## config.mk

```make
export PLATFORM = sky130hd
export DESIGN_NAME = uart_rx_frame_ctrl
export DESIGN_NICKNAME = d
export VERILOG_FILES = /design/src/rtl/uart_rx_frame_ctrl.sv
export SDC_FILE = /design/constraint.sdc
export NUM_CORES = 1
export LEC_CHECK = 0
export ABC_AREA = 1
export CORE_ASPECT_RATIO = 0.7
export CORE_MARGIN = 1.5
export CORE_UTILIZATION = 56
export CTS_BUF_LIST = sky130_fd_sc_hd__clkbuf_8
export DETAILED_ROUTE_END_ITERATION = 6
export PLACE_DENSITY = 0.82
export SYNTH_ARGS = -nofsm -noshare
export SYNTH_HDL_FRONTEND = slang
export SYNTH_SLANG_ARGS = --single-unit
export TNS_END_PERCENT = 30
```

## constraint.sdc

```tcl
create_clock -name i_clk -period 1.9 [get_ports i_clk]
set_clock_uncertainty 0.05 [all_clocks]
set_input_delay 0.285 -clock i_clk [delete_from_list [all_inputs] [get_ports i_clk]]
set_output_delay 0.285 -clock i_clk [all_outputs]
set_load 0.01 [all_outputs]
```

## src/rtl/uart_rx_frame_ctrl.sv

```systemverilog
// uart_rx_frame_ctrl: UART RX frame FSM driving edge_counter and deserializing sampled bits LSB-first.
// Optional UART_RX_ERR_CNT_EN adds a saturating per-frame error counter o_err_count.
module uart_rx_frame_ctrl #(
  parameter int DATA_WIDTH = 8
) (
  input  logic                  i_clk,
  input  logic                  i_rst_n,
  input  logic                  i_rx_in,
  input  logic [1:0]            i_prescale,
  input  logic                  i_parity_enable,
  input  logic                  i_parity_type,
  input  logic                  i_sampled_bit,
  output logic [5:0]            o_edge_counter,
  output logic                  o_sample_enable,
  output logic [DATA_WIDTH-1:0] o_parallel_data,
  output logic                  o_data_valid,
  output logic                  o_parity_error,
  output logic                  o_stop_error,
  output logic                  o_busy
`ifdef UART_RX_ERR_CNT_EN
  ,
  output logic [7:0]            o_err_count
`endif
);
  localparam int BW = $clog2(DATA_WIDTH + 1);
  typedef enum logic [2:0] {IDLE, START, DATA, PARITY, STOP} state_t;
  state_t                r_state;
  logic [1:0]            r_prescale;
  logic                  r_pen;
  logic                  r_ptype;
  logic                  r_bad;
  logic [5:0]            r_cnt;
  logic [BW-1:0]         r_idx;
  logic [DATA_WIDTH-1:0] r_shift;
  logic [5:0]            w_last;
  logic                  w_bit_end;
  logic                  w_go;
  logic                  w_par_bad;
  assign w_last    = r_prescale == 2'b01 ? 6'd15 : r_prescale == 2'b10 ? 6'd31 : 6'd7;
  assign w_bit_end = r_cnt == w_last;
  // A low line at the stop-bit end chains straight into the next frame, losing no cycle.
  assign w_go      = !i_rx_in && (r_state == IDLE || (r_state == STOP && w_bit_end));
  assign w_par_bad = i_sampled_bit != (^r_shift ^ r_ptype);
  assign o_edge_counter  = r_cnt;
  assign o_busy          = r_state != IDLE;
  assign o_sample_enable = r_state != IDLE;
  always_ff @(posedge i_clk or negedge i_rst_n) begin
    if (!i_rst_n) begin
      r_state         <= IDLE;
      r_prescale      <= 2'b00;
      r_pen           <= 1'b0;
      r_ptype         <= 1'b0;
      r_bad           <= 1'b0;
      r_cnt           <= 6'd0;
      r_idx           <= '0;
      r_shift         <= '0;
      o_parallel_data <= '0;
      o_data_valid    <= 1'b0;
      o_parity_error  <= 1'b0;
      o_stop_error    <= 1'b0;
`ifdef UART_RX_ERR_CNT_EN
      o_err_count     <= 8'd0;
`endif
    end else begin
      o_data_valid   <= 1'b0;
      o_parity_error <= 1'b0;
      o_stop_error   <= 1'b0;
      r_cnt          <= (r_state == IDLE || w_bit_end) ? 6'd0 : r_cnt + 6'd1;
      if (w_go) begin
        r_prescale <= i_prescale;
        r_pen      <= i_parity_enable;
        r_ptype    <= i_parity_type;
        r_bad      <= 1'b0;
        r_state    <= START;
      end
      case (r_state)
        START: if (w_bit_end) begin
          r_state <= i_sampled_bit ? IDLE : DATA;
          r_idx   <= '0;
        end
        DATA: if (w_bit_end) begin
          r_shift <= {i_sampled_bit, r_shift[DATA_WIDTH-1:1]};
          r_idx   <= r_idx + 1'b1;
          if (r_idx == BW'(DATA_WIDTH - 1)) r_state <= r_pen ? PARITY : STOP;
        end
        PARITY: if (w_bit_end) begin
          o_parity_error <= w_par_bad;
          r_bad          <= w_par_bad;
          r_state        <= STOP;
        end
        STOP: if (w_bit_end) begin
          o_stop_error <= !i_sampled_bit;
          o_data_valid <= i_sampled_bit && !r_bad;
          if (i_sampled_bit && !r_bad) o_parallel_data <= r_shift;
`ifdef UART_RX_ERR_CNT_EN
          if ((r_bad || !i_sampled_bit) && o_err_count != 8'hFF) o_err_count <= o_err_count + 8'd1;
`endif
          if (i_rx_in) r_state <= IDLE;
        end
        default: ;
      endcase
    end
  end
endmodule

```

# ---- Word level (Yosys, flattened, before mapping)
# Cells that the tools add are included.
dict set report word_totals {
  register_bits 37
  input_bits 8
  output_inout_bits 19
  wordCells 66
}
dict set report classes {
  addsub 2
  n_eq_ne 11
  n_mux 25
  n_bitwise 1
  reduce_logical 15
}
# op n
set op_table {}
lappend op_table {{2-to-1 mux 3 bit} 8}
lappend op_table {{one-hot mux 3 bit (4 select lines)} 1}
lappend op_table {{2-to-1 mux 5 bit} 2}
lappend op_table {{2-to-1 mux 1 bit} 9}
lappend op_table {{2-to-1 mux 4 bit} 2}
lappend op_table {{one-hot mux 4 bit (2 select lines)} 1}
lappend op_table {{XOR reduction 8 bit} 1}
lappend op_table {{adder 6 x 1 -> 6 bit (second input constant)} 1}
lappend op_table {{equality test 3 x 2 -> 1 bit (second input constant)} 2}
lappend op_table {{equality test 6 x 5 -> 1 bit} 1}
lappend op_table {{2-to-1 mux 6 bit} 1}
lappend op_table {{AND reduction 3 bit} 2}
lappend op_table {{adder 4 x 1 -> 4 bit (second input constant)} 1}
lappend op_table {{equality test 4 x 3 -> 1 bit (second input constant)} 1}
lappend op_table {{inequality test 2 bit (second input constant)} 2}
lappend op_table {{equality test 3 x 1 -> 1 bit (second input constant)} 1}
lappend op_table {{equality test 3 bit (second input constant)} 1}
lappend op_table {{logical AND 1 bit} 3}
lappend op_table {{logical NOT 1 bit} 3}
lappend op_table {{logical NOT 3 bit} 1}
lappend op_table {{nonzero test 3 bit} 1}
lappend op_table {{equality test 2 x 1 -> 1 bit (second input constant)} 1}
lappend op_table {{equality test 2 bit (second input constant)} 1}
lappend op_table {{logical OR 1 bit} 2}
lappend op_table {{5 further kinds} 5}

# ---- Longest topological paths before layout
dict set report logic_depth {
  word_depth 11
  mapped_depth 13
  ltp_nobuf 13
}

# ---- Worst setup path before layout
# OpenSTA, ideal clock, no wires.
dict set report synth_path {
  path_kind {reg2reg}
  startpoint {register r_prescale[1]}
  endpoint {register o_parallel_data[6]}
  setup_time_ps 118
  t_arrival_ps 1474
  required_time_ps 1732
  path_slack_ps 258
  stages_incl_launch_ff 12
  path_buffers 1
  synth_period_minus_slack_ps 1642
  path_cell_list {dfrtp_1 ha_1 inv_1 nand2_1 nand2_1 nor2_2 nand2_2 inv_2 nand3_4 buf_6 nand2_1 o21ai_2}
}
dict set report synth_via {
  elab_chain_cells 5
  elab_cells_between_ends 6
  cone_classes {eq/ne (3); mux (2); reduce/logical (1)}
}
# element line
set synth_lines {}
lappend synth_lines {{start, declared} 28} ;# logic [1:0] r_prescale;
lappend synth_lines {{start signal, assigned} 70} ;# r_prescale <= i_prescale;
lappend synth_lines {{equality test 2 bit} 39} ;# assign w_last = r_prescale == 2'b01 ? 6'd15 : r_prescale == 2'b10 ? 6'd31 : 6'd7;
lappend synth_lines {{2-to-1 mux 5 bit} 39}
lappend synth_lines {{2-to-1 mux 5 bit (*)} 39}
lappend synth_lines {{equality test 6 x 5 -> 1 bit (*)} 40} ;# assign w_bit_end = r_cnt == w_last;
lappend synth_lines {{AND reduction 3 bit (no source line) (*)} --}
lappend synth_lines {{end signal, assigned} 94} ;# if (i_sampled_bit && !r_bad) o_parallel_data <= r_shift;
lappend synth_lines {{end, declared} 15} ;# output logic [DATA_WIDTH-1:0] o_parallel_data,
# Every way passes the cells marked *; elsewhere a longest branch is shown, timed or not.
# A chain may end at the register's enable or synchronous reset.

# ---- Worst setup path in the final report
# Same ends and word-level chain as after synthesis.

==> qor.csv <==
metric;value;unit
status;completed;
number of diodes;0;
vias in the first global route;1320;
critical path's most frequent cell;nand2_1;
unrepaired setup endpoints after global routing;true;
wire length per cell;13.0;um
detailed placement HPWL;2.59;mm
number of flops mapped to enable cells by yosys;0;
Yosys reg bits;37;
register area share after synthesis;49.8;%
worst r2r dst;o_parallel_data[6];
Setup WS post-layout;66.2;ps
pre-CTS setup slack;46.6;ps
Worst setup startpoint;r_prescale[1];
Slew @ Worst Pin;369;ps
Achievable Freq;545;MHz
max capacitance violation total;0;
R2R depth;9;
Synth async-reset ratio;100;%
Non-Filler Instances;287;
share of layout cells above drive strength 1;19.3;%
Worst Path Arrival;2000;ps
CP endpoint kind;flip-flop;
initial DRC count;130;
top-area cell type share of the netlist area;49.8;%
Die X;71.8;um
Hold Vio Cnt, Final;0;
placed insts;274;
Most used DFF post-synth;dfrtp_1;
CTS tree;built;
clock buffer depth;2;
Slew headroom;75.3;%
Final ANT Viol Nets;0;
Slowest cell on crit path;dfrtp_1;
multi-input logic area;813;um2
Overflow after GRT;0;
number of H-tree levels;2;
synthesized instance count;211;
core area;3150;um2
Final Critical Period;1830;ps
Die Span Y;51.2;um
worst reg2reg path startpoint;r_prescale[1];
DRC viols;0;
Mapped Nets;222;
TritonCTS buffer count;5;
Clock Latency Late Sink;290;ps
Fillers;232;
GRT Overall Usage;22.4;%
Syn Std Cell Area;1860;um2
area delta synth->final;26.4;%
Setup crit start kind;flip-flop;
Ys Warns;0;
most frequent cell after synthesis;nand2_1;
starting density of the core;59.0;%
Max Slew Vio Count;0;
Power per Cell Area;589;nW/um2
slowest cell delay on critical path;410;ps
peak supply drop;493;uV
Via density;5.01;
initial antenna violation count;0;
Yosys cell types;30;
Total Power;1.38;mW
final WL;3.74;mm
Row Count;17;
drt first pass iters;4;
Commonest cells post-synth;nand2_1, dfrtp_1, inv_1;
clk slew on worst S/H paths;70;ps
largest net degree at the start of global routing;36;
R2R setup slack;70;ps
Min Hold Slack;285;ps
# port buffers;26;
nets;260;
critical path endpoint;o_parallel_data[6];
routed vias;1437;
leakage;1.12;nW
final setup fails;0;
critical path required time;2060;ps
synth top area cells;dfrtp_1, nand2_1, inv_1;
CTS Sinks;37;
CP cell instances;ha_4, inv_1, nand2_1, nand2_1, nor2_2, nand2_2, inv_2, nand3_2, o21ai_2;
Routability Congestion;0.847;
first-pass GRT wire length;6.20;mm
leading area contributor after synthesis;dfrtp_1;
clock root cell;clkbuf_8;
min-delay worst type;input pin to asynchronous set/reset pin;
crit-path max FO;8;
io pins;27;
worst setup path class;flip-flop to flip-flop;
period utilisation layout;96.5;%
Storage cell area;926;um2
Die ar.;3680;um2
average size of a mapped cell;8.81;um2
[how the worst min path moves through the flow]
stage / cells after the start / startpoint / to
detailed placement: 1 / i_rst_n / o_edge_counter[1]
finish: 2 / i_rst_n / o_edge_counter[0]
floorplan: 0 / i_rst_n / o_data_valid
CTS: 2 / i_rst_n / o_edge_counter[1]
global route: 2 / i_rst_n / o_edge_counter[0]
global placement: 1 / i_rst_n / o_edge_counter[1]
[cell families after synthesis]
family / after synthesis / share of synthesized area (%)
XOR/XNOR: 10 / 4.71
adder cells (fa/ha/maj): 3 / 2.02
flip-flops: 37 / 49.8
AO/OA/AOI/OAI: 30 / 10.2
buffers and inverters: 36 / 8.48
AND/OR/NAND/NOR: 95 / 24.8
[power breakdown]
group	total, mW	switching [mW]	internal, mW
sequential	0.787	0	0.787
clock	0.551	0.268	0.282
combinational	0.0460	0.0262	0.0197
total	1.38	0.294	1.09
[critical path: cells and delay by family (launching register included)]
| kind | cells | cell delay, ps |
|---|---|---|
| AND/OR/NAND/NOR | 5 | 610 |
| adder cells (fa/ha/maj) | 1 | 280 |
| AO/OA/AOI/OAI | 1 | 210 |
| flip-flops | 1 | 410 |
| buffers and inverters | 2 | 190 |
[metrics by stage]
step                area [um2]  TNS, ps  utilization, %
floorplan                 1860        0               -
global placement          2160        0            68.6
detailed placement        2160        0            68.6
CTS                       2260        0            71.9
global route              2350     -460            74.6
finish                    2350        0            74.6
[metal layers]
layer / routed length (um) / vias to the layer above / global-route usage (%) / part of all wire (%)
met5: 0 / - / 0 / 0
met4: 53 / 0 / 8.18 / 1.4
met3: 200 / 7 / 5.52 / 5.3
met2: 1590 / 31 / 30.1 / 42
met1: 1900 / 657 / 34.8 / 51
li1: - / 742 / - / -
[registers in the layout, indices dropped and copies added (netlist names)]
register / cells
r_ptype: 1
r_state: 3
r_shift: 8
r_idx: 4
o_edge_counter: 6
r_bad: 1
o_data_valid: 1
o_parallel_data: 8
o_stop_error: 1
o_parity_error: 1
r_prescale: 2
r_pen: 1
[what timing repair did]
item	in CTS	in global routing
endpoints found under the hold margin	37	0
pin swaps	0	2
buffers inserted	1	2
resized for setup	3	18
setup endpoints to repair	2	20
gates cloned	0	2
hold buffers	1	0
[final cells by class]
class,instances,area share [%]
flip-flops and latches,37,39.4
multi-input cells,139,34.6
repair buffers,34,15.0
inverters,32,5.22
clock buffers,6,3.52
well taps,38,2.02
clock inverters,1,0.160
[cells in the final DEF, fill, tap and decap left out, types with 2 or more instances in the layout]
| cell type | synthesis | routed |
|---|---|---|
| nand2_1 | 47 | 42 |
| dfrtp_1 | 37 | 37 |
| inv_1 | 28 | 28 |
| clkdlybuf4s50_1 | 0 | 23 |
| nor2_1 | 21 | 21 |
| o21ai_1 | 1 | 9 |
| o21ai_2 | 8 | 9 |
| nand3_1 | 8 | 8 |
| nand2_2 | 2 | 7 |
| o21ai_0 | 15 | 6 |
| clkbuf_8 | 0 | 6 |
| xnor2_1 | 5 | 5 |
| xor2_1 | 5 | 5 |
| inv_2 | 3 | 4 |
| buf_4 | 1 | 4 |
| nor2_2 | 3 | 3 |
| nor3_1 | 3 | 3 |
| a21oi_1 | 3 | 3 |
| nand2_4 | 2 | 2 |
| nor2_4 | 2 | 2 |
| nand3_2 | 1 | 2 |
| nor3b_1 | 2 | 2 |
| nand3b_1 | 2 | 2 |
| ha_1 | 3 | 2 |
| dlygate4sd2_1 | 0 | 2 |
(Power assumes the default switching activity.)
